--- src/rtl/gpu_pkg.sv ---
// Shared GPU pixel-path types: coordinate/pixel widths, fill FSM states, latched command layout.
// Also holds the default visible screen size and corner-normalisation helpers.
package gpu_pkg;

  typedef logic [9:0] coord_t;
  typedef logic [3:0] pixel_t;

  typedef enum logic [1:0] {IDLE, SETUP, FILL, DONE} fill_state_t;

  typedef struct packed {
    coord_t x0;
    coord_t y0;
    coord_t x1;
    coord_t y1;
    pixel_t color;
  } fill_cmd_t;

  localparam int SCREEN_W_DEF = 320;
  localparam int SCREEN_H_DEF = 240;

  function automatic coord_t coord_min(input coord_t a, input coord_t b);
    return (a < b) ? a : b;
  endfunction

  function automatic coord_t coord_max(input coord_t a, input coord_t b);
    return (a < b) ? b : a;
  endfunction

endpackage

--- src/rtl/raster_scan_counter.sv ---
// Row-major x/y stepper over a loaded inclusive rectangle; x/y are the current pixel.
// Latency: load/advance take effect on the next edge; no backpressure, holds when idle.
module raster_scan_counter
  import gpu_pkg::*;
(
  input  logic   clk,
  input  logic   reset_n,
  input  logic   load,
  input  coord_t xmin,
  input  coord_t ymin,
  input  coord_t xmax,
  input  coord_t ymax,
  input  logic   advance,
  output coord_t x,
  output coord_t y,
  output logic   last
);

  coord_t x_lo;
  coord_t x_hi;
  coord_t y_hi;

  always_ff @(posedge clk) begin
    if (!reset_n) begin
      x    <= '0;
      y    <= '0;
      x_lo <= '0;
      x_hi <= '0;
      y_hi <= '0;
    end else if (load) begin
      x    <= xmin;
      y    <= ymin;
      x_lo <= xmin;
      x_hi <= xmax;
      y_hi <= ymax;
    end else if (advance) begin
      if (x == x_hi) begin
        x <= x_lo;
        y <= y + 1'b1;
      end else begin
        x <= x + 1'b1;
      end
    end
  end

  // Equality end test: never wraps, since the caller stops advancing on last.
  assign last = (x == x_hi) && (y == y_hi);

endmodule

--- src/rtl/rect_fill_engine.sv ---
// Rectangle fill into the GPU write port, one pixel per cycle; optional clipping via RECT_CLIP_EN.
// Latency: first write two cycles after accept, done one cycle after the last write.
// Backpressure: cmd_ready low while busy; the write port itself is never stalled.
module rect_fill_engine
  import gpu_pkg::*;
#(
  parameter int SCREEN_W = SCREEN_W_DEF,
  parameter int SCREEN_H = SCREEN_H_DEF
) (
  input  logic       gpu_clk,
  input  logic       reset_n,
  input  logic       cmd_valid,
  output logic       cmd_ready,
  input  logic [9:0] cmd_x0,
  input  logic [9:0] cmd_y0,
  input  logic [9:0] cmd_x1,
  input  logic [9:0] cmd_y1,
  input  logic [3:0] cmd_color,
  output logic [9:0] gpu_x,
  output logic [9:0] gpu_y,
  output logic [3:0] gpu_data,
  output logic       gpu_we,
  output logic       busy,
  output logic       done
);

`ifdef RECT_CLIP_EN
  localparam bit CLIP_EN = 1'b1;
`else
  localparam bit CLIP_EN = 1'b0;
`endif

  localparam coord_t X_LAST = coord_t'(SCREEN_W - 1);
  localparam coord_t Y_LAST = coord_t'(SCREEN_H - 1);
  localparam coord_t X_END  = coord_t'(SCREEN_W);
  localparam coord_t Y_END  = coord_t'(SCREEN_H);

  fill_state_t state;
  fill_cmd_t   cmd_q;
  coord_t      xmin, xmax, ymin, ymax;
  logic        off_screen;
  logic        scan_last;

  always_comb begin
    xmin       = coord_min(cmd_q.x0, cmd_q.x1);
    xmax       = coord_max(cmd_q.x0, cmd_q.x1);
    ymin       = coord_min(cmd_q.y0, cmd_q.y1);
    ymax       = coord_max(cmd_q.y0, cmd_q.y1);
    off_screen = 1'b0;
    if (CLIP_EN) begin
      if (xmax > X_LAST) xmax = X_LAST;
      if (ymax > Y_LAST) ymax = Y_LAST;
      off_screen = (xmin >= X_END) || (ymin >= Y_END);
    end
  end

  // Counter registers double as gpu_x/gpu_y, so they hold after the last write.
  raster_scan_counter u_scan (
    .clk     (gpu_clk),
    .reset_n (reset_n),
    .load    ((state == SETUP) && !off_screen),
    .xmin    (xmin),
    .ymin    (ymin),
    .xmax    (xmax),
    .ymax    (ymax),
    .advance ((state == FILL) && !scan_last),
    .x       (gpu_x),
    .y       (gpu_y),
    .last    (scan_last)
  );

  assign cmd_ready = (state == IDLE);

  always_ff @(posedge gpu_clk) begin
    if (!reset_n) begin
      state    <= IDLE;
      cmd_q    <= '0;
      gpu_data <= '0;
      gpu_we   <= 1'b0;
      busy     <= 1'b0;
      done     <= 1'b0;
    end else begin
      done <= 1'b0;
      case (state)
        IDLE: if (cmd_valid) begin
          cmd_q <= '{x0: cmd_x0, y0: cmd_y0, x1: cmd_x1, y1: cmd_y1, color: cmd_color};
          busy  <= 1'b1;
          state <= SETUP;
        end
        SETUP: if (off_screen) begin
          done  <= 1'b1;
          state <= DONE;
        end else begin
          gpu_we   <= 1'b1;
          gpu_data <= cmd_q.color;
          state    <= FILL;
        end
        FILL: if (scan_last) begin
          gpu_we <= 1'b0;
          done   <= 1'b1;
          state  <= DONE;
        end
        DONE: begin
          busy  <= 1'b0;
          state <= IDLE;
        end
        default: state <= IDLE;
      endcase
    end
  end

endmodule

--- config.mk ---
export PLATFORM = sky130hd
export DESIGN_NAME = rect_fill_engine
export DESIGN_NICKNAME = d
export VERILOG_FILES = /design/src/rtl/gpu_pkg.sv /design/src/rtl/raster_scan_counter.sv /design/src/rtl/rect_fill_engine.sv
export SDC_FILE = /design/constraint.sdc
export NUM_CORES = 1
export LEC_CHECK = 0
export ABC_CLOCK_PERIOD_IN_PS = 5500
export CAP_MARGIN = 10
export CORE_ASPECT_RATIO = 2
export CORE_UTILIZATION = 55
export CTS_CLUSTER_SIZE = 12
export DETAILED_ROUTE_END_ITERATION = 12
export GPL_ROUTABILITY_DRIVEN = 0
export PLACE_DENSITY = 0.76
export SLEW_MARGIN = 20
export SYNTH_ARGS = -nofsm -noshare
export SYNTH_HDL_FRONTEND = slang
export SYNTH_SLANG_ARGS = --single-unit
--- constraint.sdc ---
create_clock -name gpu_clk -period 5.5 [get_ports gpu_clk]
set_clock_uncertainty 0.15 [all_clocks]
set_input_delay 1.375 -clock gpu_clk [delete_from_list [all_inputs] [get_ports gpu_clk]]
set_output_delay 1.375 -clock gpu_clk [all_outputs]
set_load 0.005 [all_outputs]
# Word-level counts from Yosys, hierarchy flattened
# Cells that the tools add are included.
# totals
reg_bits	103
inputBits	47
output_inout_bits	28
# op_classes
n_addsub	2
magnitude_cmp	2
eq_ne	7
n_mux	18
n_reduce_logical	14
# ops
operator	count
$mux W10	10
$add A10 B1 Y10 const B	2
$eq A10 B10 Y1	2
$lt A10 B10 Y1	2
$reduce_and A2 Y1	6
$pmux W2 S4	1
$reduce_bool A2 Y1	4
$eq A2 B2 Y1 const B	2
$mux W2	2
$ne A2 B2 Y1 const B	2
$pmux W1 S2	2
$mux W1	3
$eq A2 B1 Y1 const B	1
$logic_and A1 B1 Y1	2
$logic_not A2 Y1	1
$logic_not A1 Y1	1

# Longest topological paths before layout
# Gate-level depths: netlist (run 1).
# depth
depth_word	6
ltp_mapped	9
mapped_depth_nobuf	8

# Hierarchy
# Synthesis (run 1) repeated with hierarchy kept, for this count alone.
# hier_totals
cells_unflattened	628
area_unflattened_um2	5546.6
# modules_own_cells
module	n_inst	cells_each	area_per_inst_um2
rect_fill_engine	1	335	2961.6
raster_scan_counter	1	293	2585.0

# Worst setup path before layout (run 1)
# No wires, ideal clock.
# synth_path
path_type	input port to flip-flop
startpoint	input port reset_n
endpoint	register busy
setup_ns	0.128
t_arrival_ns	2.328
required_time_ns	5.222
path_slack_ns	2.895
stages	5
n_path_buf	3
cell_sequence	clkbuf_1 -> clkinv_1 -> buf_1 -> clkbuf_1 -> nor2_1
# synth_rtl
item	line	source
start, declared	rect_fill_engine.sv:11	input logic reset_n,
end signal, assigned	rect_fill_engine.sv:80	busy <= 1'b0;
end signal, assigned	rect_fill_engine.sv:87	busy <= 1'b1;
end signal, assigned	rect_fill_engine.sv:104	busy <= 1'b0;
end, declared	rect_fill_engine.sv:23	output logic busy,
# No word-level cell between the ends.

# Worst setup path after layout (run 1)
# layout_path
startpoint	register state[1]
endpoint	output port cmd_ready
# layout_via
elab_chain_cells	1
# layout_rtl
item	line	source
start, declared	rect_fill_engine.sv:38	fill_state_t state;
start signal, assigned	rect_fill_engine.sv:76	state <= IDLE;
start signal, assigned	rect_fill_engine.sv:88	state <= SETUP;
start signal, assigned	rect_fill_engine.sv:92	state <= DONE;
$logic_not A2 Y1	rect_fill_engine.sv:72	assign cmd_ready = (state == IDLE);
end, declared	rect_fill_engine.sv:13	output logic cmd_ready,
# Every way passes these cells.

==> flow_metrics.py, run 1 <==
metrics = {
    "detailed_routing": {
        "firstDrtPassIters": 5,
        "vias": 4601,
        "ant_nets": 0,
        "wire_per_inst_um": 15.96,
        "drt-initial-drc-count": 366,
        "routed_wl_mm": 12.62,
        "post-route-drc-count": 0,
        "viasPerCell": 5.817,
    },
    "synthesis": {
        "syn_inst": 633,
        "synth_nets": 704,
        "syn_area_mm2": 0.005328,
        "synth.distinct_cells": 56,
        "synth_edf_count": 0,
        "synthFlopType": "dfxtp_1",
        "synthArstFlopShare": 0,
        "syn_area_per_cell_um2": 8.416,
        "synth_seq_area_share": 0.3870,
        "yosysWarnings": 0,
        "ys_ff_latch": 103,
    },
    "timing": {
        "fin_setup_tns_ps": 0,
        "slew-limit-headroom": 0.5054,
        "setup_ws_ps": 2366,
        "fin_crit_sh": 0.5699,
        "setup_viol": 0,
        "rsz0062_at_grt": "no",
        "tightestPinTransition_ps": 741.1,
        "fmax_mhz": 319.1,
        "hold_violations": 0,
        "period_needed_ps": 3134,
        "drv_slew": 0,
        "fin_hold_ws_ps": 308.7,
    },
    "power": {
        "ir_drop_mv": 0.3359,
        "power.density_mw_per_mm2": 511.0,
        "p_leak_nw": 2.430,
        "p_int_mw": 1.919,
        "seqPwrFrac": 0.355,
        "power_frac_clock": 0.175,
        "switching_power_mw": 1.317,
        "switching_share": 0.4070,
        "p_comb_frac": 0.471,
    },
    "finish": {
        "seq_area_mm2": 0.002062,
        "drive_above_1_share": 0.05822,
        "nets": 753,
        "area.growth.synth_to_final_pct": 18.86,
        "antenna_cells": 0,
        "fill_cells": 780,
        "final_cell_mix": "nand2_1 (103), dfxtp_1 (103), a21oi_1 (90)",
        "multi_input_area_mm2": 0.002990,
    },
    "clock_network": {
        "clkLatencyLatePin_ps": 340,
        "hold_buffers": 0,
        "root_buffer": "clkbuf_16",
        "cts_resized": 0,
        "post-cts-setup-buffers": 0,
        "cts_tree": "built",
        "clockBufferDepth": 2,
        "clock-sinks": 103,
        "clk_transition_reported_paths_ps": 60,
        "cts_max_level": 3,
        "cts_made_buffers": 9,
    },
    "critical_path": {
        "crit_fanout": 5,
        "critPathLaunchType": "register",
        "cp.arrival_ps": 1610,
        "cp-end-kind": "primary output",
        "path_class": "register to primary output",
        "cp.required_ps": 3970,
    },
    "place": {
        "dp_hpwl_mm": 9.053,
        "dp_slack_ps": 2074,
        "io_buffers": 74,
    },
    "floorplan": {
        "die_w_um": 71.60,
        "design.core.area_mm2": 0.009384,
        "ios": 75,
        "initial_core_util": 0.5677,
        "die_y_um": 141.2,
        "rows": 50,
        "dieArea_mm2": 0.01011,
    },
    "min_path": {
        "hp-class": "register to register",
    },
    "global_routing": {
        "grt_max_degree": 68,
        "grt_pass1_vias": 4335,
        "antenna_found_initial": 0,
        "grt_pass1_wl_mm": 20.73,
        "grt.overflow.total": 0,
        "grt_usage": 0.2613,
    },
    "status": {
        "run_status": "finished clean",
    },
    "run": {
        "maxCapViolations": 0,
    },
}
-- Yosys cell counts (3+ instances only) --
master,count,area [um^2]
mux2i_1,46,460.4
nand2b_1,6,37.54
nor3_1,13,65.06
xor2_1,11,96.34
nor4_1,3,18.77
buf_6,4,45.04
nand3_1,12,60.06
nor2_1,22,82.58
dfxtp_1,103,2062
buf_1,6,22.52
and3_1,9,56.30
o21ai_1,3,15.01
o211ai_1,3,22.52
o21ai_0,32,160.2
xnor2_1,19,166.4
nor3b_1,3,22.52
a211oi_1,3,22.52
clkbuf_1,25,93.84
nor4_2,5,62.56
ha_1,24,300.3
nand4_1,6,37.54
inv_1,25,93.84
nand2_1,103,386.6
o22ai_1,6,37.54
buf_2,7,35.03
a21oi_1,90,450.4
a2111o_1,7,78.83
-- layout make-up --
| class | instances | share of cell area |
|---|---|---|
| flip-flops and latches | 103 | 0.3256 |
| clock buffers | 12 | 0.03734 |
| inverters | 26 | 0.01541 |
| well taps | 104 | 0.02055 |
| repair buffers | 81 | 0.1253 |
| clock inverters | 4 | 0.003557 |
| multi-input cells | 461 | 0.4722 |
-- stage by stage --
step / util / area, um^2 / power [mW] / std cells
floorplan: - / 5328 / 2.285 / 633
CTS: 0.6739 / 6324 / 3.226 / 791
detailed placement: 0.6463 / 6065 / 2.657 / 775
global route: 0.6748 / 6332 / 3.452 / 791
finish: 0.6748 / 6332 / 3.236 / 791
global placement: 0.6463 / 6065 / 2.602 / 775
-- state kept, by name, summed over array words and instances (netlist names) --
| signal | count |
|---|---|
| cmd_q | 44 |
| u_scan.x | 10 |
| u_scan.x_hi | 10 |
| u_scan.x_lo | 10 |
| u_scan.y | 10 |
| u_scan.y_hi | 10 |
| gpu_data | 4 |
| state | 2 |
| busy | 1 |
| done | 1 |
| gpu_we | 1 |
-- power groups by stage --
stage	Clock (mW)	Sequential (mW)	Combinational, mW
after floorplan	0	1.10	1.19
after global placement	0	1.15	1.46
after detailed placement	0	1.16	1.50
after CTS	0.572	1.14	1.51
after global routing	0.606	1.18	1.67
final	0.565	1.15	1.52
-- cells by family (layout without fill, tap and decap cells) --
group	count (synthesis)	count (layout)	synth area share
compound gates	165	165	0.1846
xor+xnor	31	31	0.05237
fa+ha+maj	24	24	0.05636
buf+inv	69	123	0.05660
flops	103	103	0.3870
mux	46	46	0.08643
simple gates	195	195	0.1766
-- worst paths after layout --
kind,slack [ps],end,depth (start not counted),start
min reg2reg,310,cmd_q[1],2,cmd_q[1]
max reg2reg,2490,state[1],6,u_scan.x[3]
min,310,cmd_q[1],2,cmd_q[1]
max,2370,cmd_ready,3,state[1]
-- metal layers --
| layer | vias up | GRT usage | share of wire |
|---|---|---|---|
| met5 | - | 0 | 0 |
| met3 | 15 | 0.03574 | 0.032 |
| met2 | 112 | 0.4772 | 0.54 |
| met4 | 0 | 0.09598 | 0.019 |
| li1 | 2310 | - | - |
| met1 | 2164 | 0.3041 | 0.41 |
-- critical path, cell delays in order, from the launching register on --
cell,delay [ps]
dfxtp_1,340
inv_1,100
ha_1,290
clkdlybuf4s50_1,540
Note: power is estimated with default switching activity, not from simulation.
==> run 2: changes to the inputs <==
- ABC_CLOCK_PERIOD_IN_PS: 5500 -> 3100
- clock period: 5.5 -> 3.1 ns (I/O delays scaled with it)
==> flow_metrics.py, run 2 (same netlist as run 1, synthesis figures left out) <==
metrics = {
    "status": {
        "run_status": "finished clean",
    },
    "clock_network": {
        "cts_max_level": 3,
        "clock-sinks": 103,
        "cts_tree": "built",
        "clkLatencyLatePin_ps": 340,
        "root_buffer": "clkbuf_16",
        "hold_buffers": 0,
        "cts_made_buffers": 9,
        "clk_transition_reported_paths_ps": 70,
        "cts_resized": 0,
        "clockBufferDepth": 2,
        "post-cts-setup-buffers": 0,
    },
    "power": {
        "ir_drop_mv": 0.4606,
        "p_int_mw": 3.663,
        "power_frac_clock": 0.206,
        "switching_power_mw": 2.351,
        "switching_share": 0.3909,
        "power.density_mw_per_mm2": 931.8,
        "seqPwrFrac": 0.337,
        "p_leak_nw": 2.500,
        "p_comb_frac": 0.456,
    },
    "detailed_routing": {
        "routed_wl_mm": 12.69,
        "firstDrtPassIters": 4,
        "wl_met3_um": 420,
        "viasPerCell": 5.813,
        "wire_per_inst_um": 15.95,
        "post-route-drc-count": 0,
        "vias": 4627,
        "drt-initial-drc-count": 317,
        "wl_met1_mm": 5.183,
        "wl_met2_mm": 6.712,
        "top_layer": "met4",
        "ant_nets": 0,
    },
    "global_routing": {
        "grt_usage": 0.2672,
        "grt_pass1_wl_mm": 21.07,
        "antenna_found_initial": 0,
        "grt.overflow.total": 0,
        "grt_max_degree": 53,
        "grt_pass1_vias": 4374,
    },
    "timing": {
        "fin_setup_tns_ps": 0,
        "slew-limit-headroom": 0.5492,
        "fmax_mhz": 384.3,
        "fin_crit_sh": 0.8395,
        "tightestPinTransition_ps": 672.2,
        "drv_slew": 0,
        "hold_violations": 0,
        "period_needed_ps": 2602,
        "setup_viol": 0,
        "rsz0062_at_grt": "no",
    },
    "place": {
        "dp_hpwl_mm": 9.310,
        "postPlaceCellArea_mm2": 0.006122,
        "io_buffers": 74,
    },
    "floorplan": {
        "dieArea_mm2": 0.01011,
        "initial_core_util": 0.5677,
        "design.core.area_mm2": 0.009384,
        "die_y_um": 141.2,
        "rows": 50,
        "ios": 75,
        "die_w_um": 71.60,
    },
    "finish": {
        "drive_above_1_share": 0.06936,
        "postLayoutCellArea_mm2": 0.006454,
        "area.growth.synth_to_final_pct": 21.14,
        "final_cell_mix": "nand2_1 (103), dfxtp_1 (103), a21oi_1 (90)",
        "fill_cells": 790,
        "utilization": 0.6877,
        "nets": 759,
        "largest_register_ffs": 44,
        "antenna_cells": 0,
        "max_flop_register": "cmd_q",
    },
    "critical_path": {
        "critPathMaxStageDelay_ps": 580,
        "cpLargestDelayFamily": "compound AO/OA/AOI/OAI gates",
        "path_class": "register to register",
        "path_cells": "xor2_2 -> nor4_2 -> nand3_2 -> buf_4 -> o21ai_4 -> a21boi_1 -> mux2i_1",
        "crit_fanout": 32,
        "cp.arrival_ps": 2720,
        "cp-end-kind": "register",
        "critPathLaunchType": "register",
        "cpMaxStageDelayCell": "dfxtp_1",
        "cp.required_ps": 3220,
        "path_buf_inv": 1,
    },
    "run": {
        "maxCapViolations": 0,
    },
    "min_path": {
        "hp-class": "register to register",
    },
}
[run 2: cell count changes in the layout (fill, tap and decap cells not counted), moves of 2 or more]
cell       change
buf_4          +5
clkbuf_1       -3
clkbuf_8       +3
bufinv_16      +2
clkinv_2       -2
[run 2: power by group through the flow]
stage / registers [mW] / clock network, mW / logic [mW]
after global routing: 2.07 / 1.32 / 3.03
after CTS: 2.03 / 1.26 / 2.75
after floorplan: 1.94 / 0 / 2.11
after global placement: 2.03 / 0 / 2.64
after detailed placement: 2.05 / 0 / 2.73
final: 2.03 / 1.24 / 2.74
[run 2: metal layers]
metal,vias up,global-route usage
li1,2320,-
met1,2165,0.3198
met2,116,0.4602
met3,26,0.03860
met4,0,0.1321
met5,-,0
[run 2: final timing paths]
| kind | start | to | slack [ps] | depth (start not counted) |
|---|---|---|---|---|
| hold / removal | cmd_q[0] | cmd_q[0] | 310 | 2 |
| hold reg to reg | cmd_q[0] | cmd_q[0] | 310 | 2 |
| setup / recovery | u_scan.x[0] | state[1] | 500 | 7 |
| setup reg to reg | u_scan.x[0] | state[1] | 500 | 7 |
[run 2: worst min-delay path: stages, from the launching register on]
cell and delay [ps]:
dfxtp_1 310, nand2_1 50, a21oi_1 50
[run 2: cell type report]
class | count | area, um^2 | share of cell area
multi-input combinational | 461 | 2982 | 0.4620
sequential | 103 | 2062 | 0.3195
timing repair buffer | 87 | 850.8 | 0.1318
clock buffer | 12 | 266.5 | 0.04130
tap | 104 | 130.1 | 0.02016
inverter | 26 | 97.59 | 0.01512
clock inverter | 3 | 65.06 | 0.01008
[run 2: per-stage QoR]
stage                     cells  total power, mW  hold WS [ps]  setup WS [ps]
after floorplan             633            4.053         286.0          973.8
after global routing        796            6.427         324.4          280.5
final                       796            6.014         310.6          497.7
after detailed placement    781            4.777         299.9          601.4
after CTS                   796            6.037         309.3          509.5
after global placement      781            4.671         292.3          655.8
==> run 3: changes to the inputs <==
- ABC_CLOCK_PERIOD_IN_PS: 3100 -> 2300
- CORE_UTILIZATION: 55 -> 50
- PLACE_DENSITY: 0.76 -> 0.73
- clock period: 3.1 -> 2.3 ns (I/O delays scaled with it)
==> flow_metrics.py, run 3 (same netlist as run 1, synthesis figures left out) <==
metrics = {
    "status": {
        "run_status": "finished, violations left",
        "violations": "negative setup slack",
    },
    "finish": {
        "drive_above_1_share": 0.1678,
        "multi_input_area_mm2": 0.003184,
        "seq_area_mm2": 0.002087,
        "final_common_cell": "nand2_1",
        "final_cell_mix": "nand2_1 (103), a21oi_1 (89), dfxtp_1 (89)",
        "max_flop_register": "cmd_q",
        "antenna_cells": 0,
        "postLayoutCellArea_mm2": 0.006999,
        "largest_register_ffs": 44,
        "nets": 793,
        "area.growth.synth_to_final_pct": 31.38,
        "fill_cells": 873,
    },
    "global_routing": {
        "grt_pass1_vias": 4559,
        "grt.overflow.total": 0,
        "antenna_found_initial": 0,
        "grt_usage": 0.2521,
        "grt_pass1_wl_mm": 21.39,
        "grt_max_degree": 55,
    },
    "min_path": {
        "hp-class": "register to register",
    },
    "power": {
        "switching_power_mw": 3.630,
        "p_int_mw": 5.412,
        "switching_share": 0.4015,
        "ir_drop_mv": 0.8375,
        "power_frac_clock": 0.158,
        "p_comb_frac": 0.545,
        "seqPwrFrac": 0.297,
        "power.density_mw_per_mm2": 1292,
        "p_leak_nw": 2.658,
    },
    "detailed_routing": {
        "firstDrtPassIters": 5,
        "routed_wl_mm": 13.97,
        "drt-initial-drc-count": 311,
        "ant_nets": 0,
        "vias": 4877,
        "viasPerCell": 5.645,
        "wire_per_inst_um": 16.17,
        "post-route-drc-count": 0,
    },
    "clock_network": {
        "hold_buffers": 0,
        "cts_tree": "built",
        "cts_made_buffers": 9,
        "clockBufferDepth": 2,
        "cts_max_level": 3,
        "clk_transition_reported_paths_ps": 70,
        "clkLatencyLatePin_ps": 340,
        "clock-sinks": 103,
        "root_buffer": "clkbuf_16",
    },
    "critical_path": {
        "cp.required_ps": 2370,
        "path_class": "register to register",
        "cp-end-kind": "register",
        "critPathLaunchType": "register",
        "cp.arrival_ps": 2460,
        "crit_fanout": 5,
    },
    "floorplan": {
        "die_w_um": 74.99,
        "dieArea_mm2": 0.01110,
        "ios": 75,
        "design.core.area_mm2": 0.01041,
        "initial_core_util": 0.5117,
        "die_y_um": 148.0,
        "rows": 53,
    },
    "timing": {
        "setup_viol": 7,
        "period_needed_ps": 2390,
        "rsz0062_at_grt": "yes",
        "fin_crit_sh": 1.039,
        "setup_ws_ps": -90.31,
        "slew-limit-headroom": 0.5707,
        "fmax_mhz": 418.4,
        "drv_slew": 0,
        "hold_violations": 0,
        "tightestPinTransition_ps": 638.1,
    },
    "place": {
        "dp_hpwl_mm": 9.828,
        "postPlaceCellArea_mm2": 0.006384,
        "dp_slack_ps": 12.96,
        "io_buffers": 74,
    },
    "run": {
        "maxCapViolations": 0,
    },
}
## run 3: final cells by class
class                      instances  share of cell area
sequential                       103              0.2982
multi-input combinational        461              0.4550
timing repair buffer             121              0.1688
tap                              137             0.02449
inverter                          26             0.01394
clock buffer                      12             0.03522
clock inverter                     4            0.004469
## run 3: stage by stage
stage / util / hold slack (ps) / power [mW] / TNS [ps] / cells
finish: 0.6723 / 310.0 / 9.042 / -225.7 / 864
CTS: 0.6426 / 314.4 / 8.292 / 0 / 856
floorplan: - / 286.0 / 5.463 / 0 / 633
global route: 0.6723 / 342.4 / 9.553 / -915.4 / 864
detailed placement: 0.6131 / 305.6 / 6.776 / 0 / 840
global placement: 0.6131 / 293.5 / 6.631 / 0 / 840
## run 3: critical path, cell delays in order, from the launching register on
cell       delay (ps)
dfxtp_1           460
ha_1              290
and4_4            190
nand2_1            70
o211ai_1          120
a31oi_4           310
clkbuf_16         220
mux2i_1           320
a21oi_1           130
## run 3: final timing paths
check,end,cells past startpoint,from,slack [ps]
setup reg to reg,u_scan.x_lo[6],8,cmd_q[40],-90
hold reg to reg,cmd_q[3],2,cmd_q[3],310
setup / recovery,u_scan.x_lo[6],8,cmd_q[40],-90
hold / removal,cmd_q[3],2,cmd_q[3],310
## run 3: repair_timing
action                     4_1_cts  5_1_grt
setup endpoints to repair        3       43
resized for setup                5       55
buffers inserted                 0        4
pin swaps                        0        7
gates cloned                     0        4
## run 3: power by group through the flow
stage,logic (mW),clock network [mW],registers [mW]
5_1_grt,5.29,1.53,2.74
3_5_place_dp,4.10,0,2.67
4_1_cts,4.21,1.45,2.64
2_1_floorplan,2.84,0,2.62
3_3_place_gp,3.99,0,2.64
6_report,4.92,1.43,2.69
## run 3: routing by layer
metal  track usage  share of wire
met1        0.2949           0.40
met5             0              0
met4        0.1094          0.037
met2        0.4347           0.54
met3       0.04567          0.029
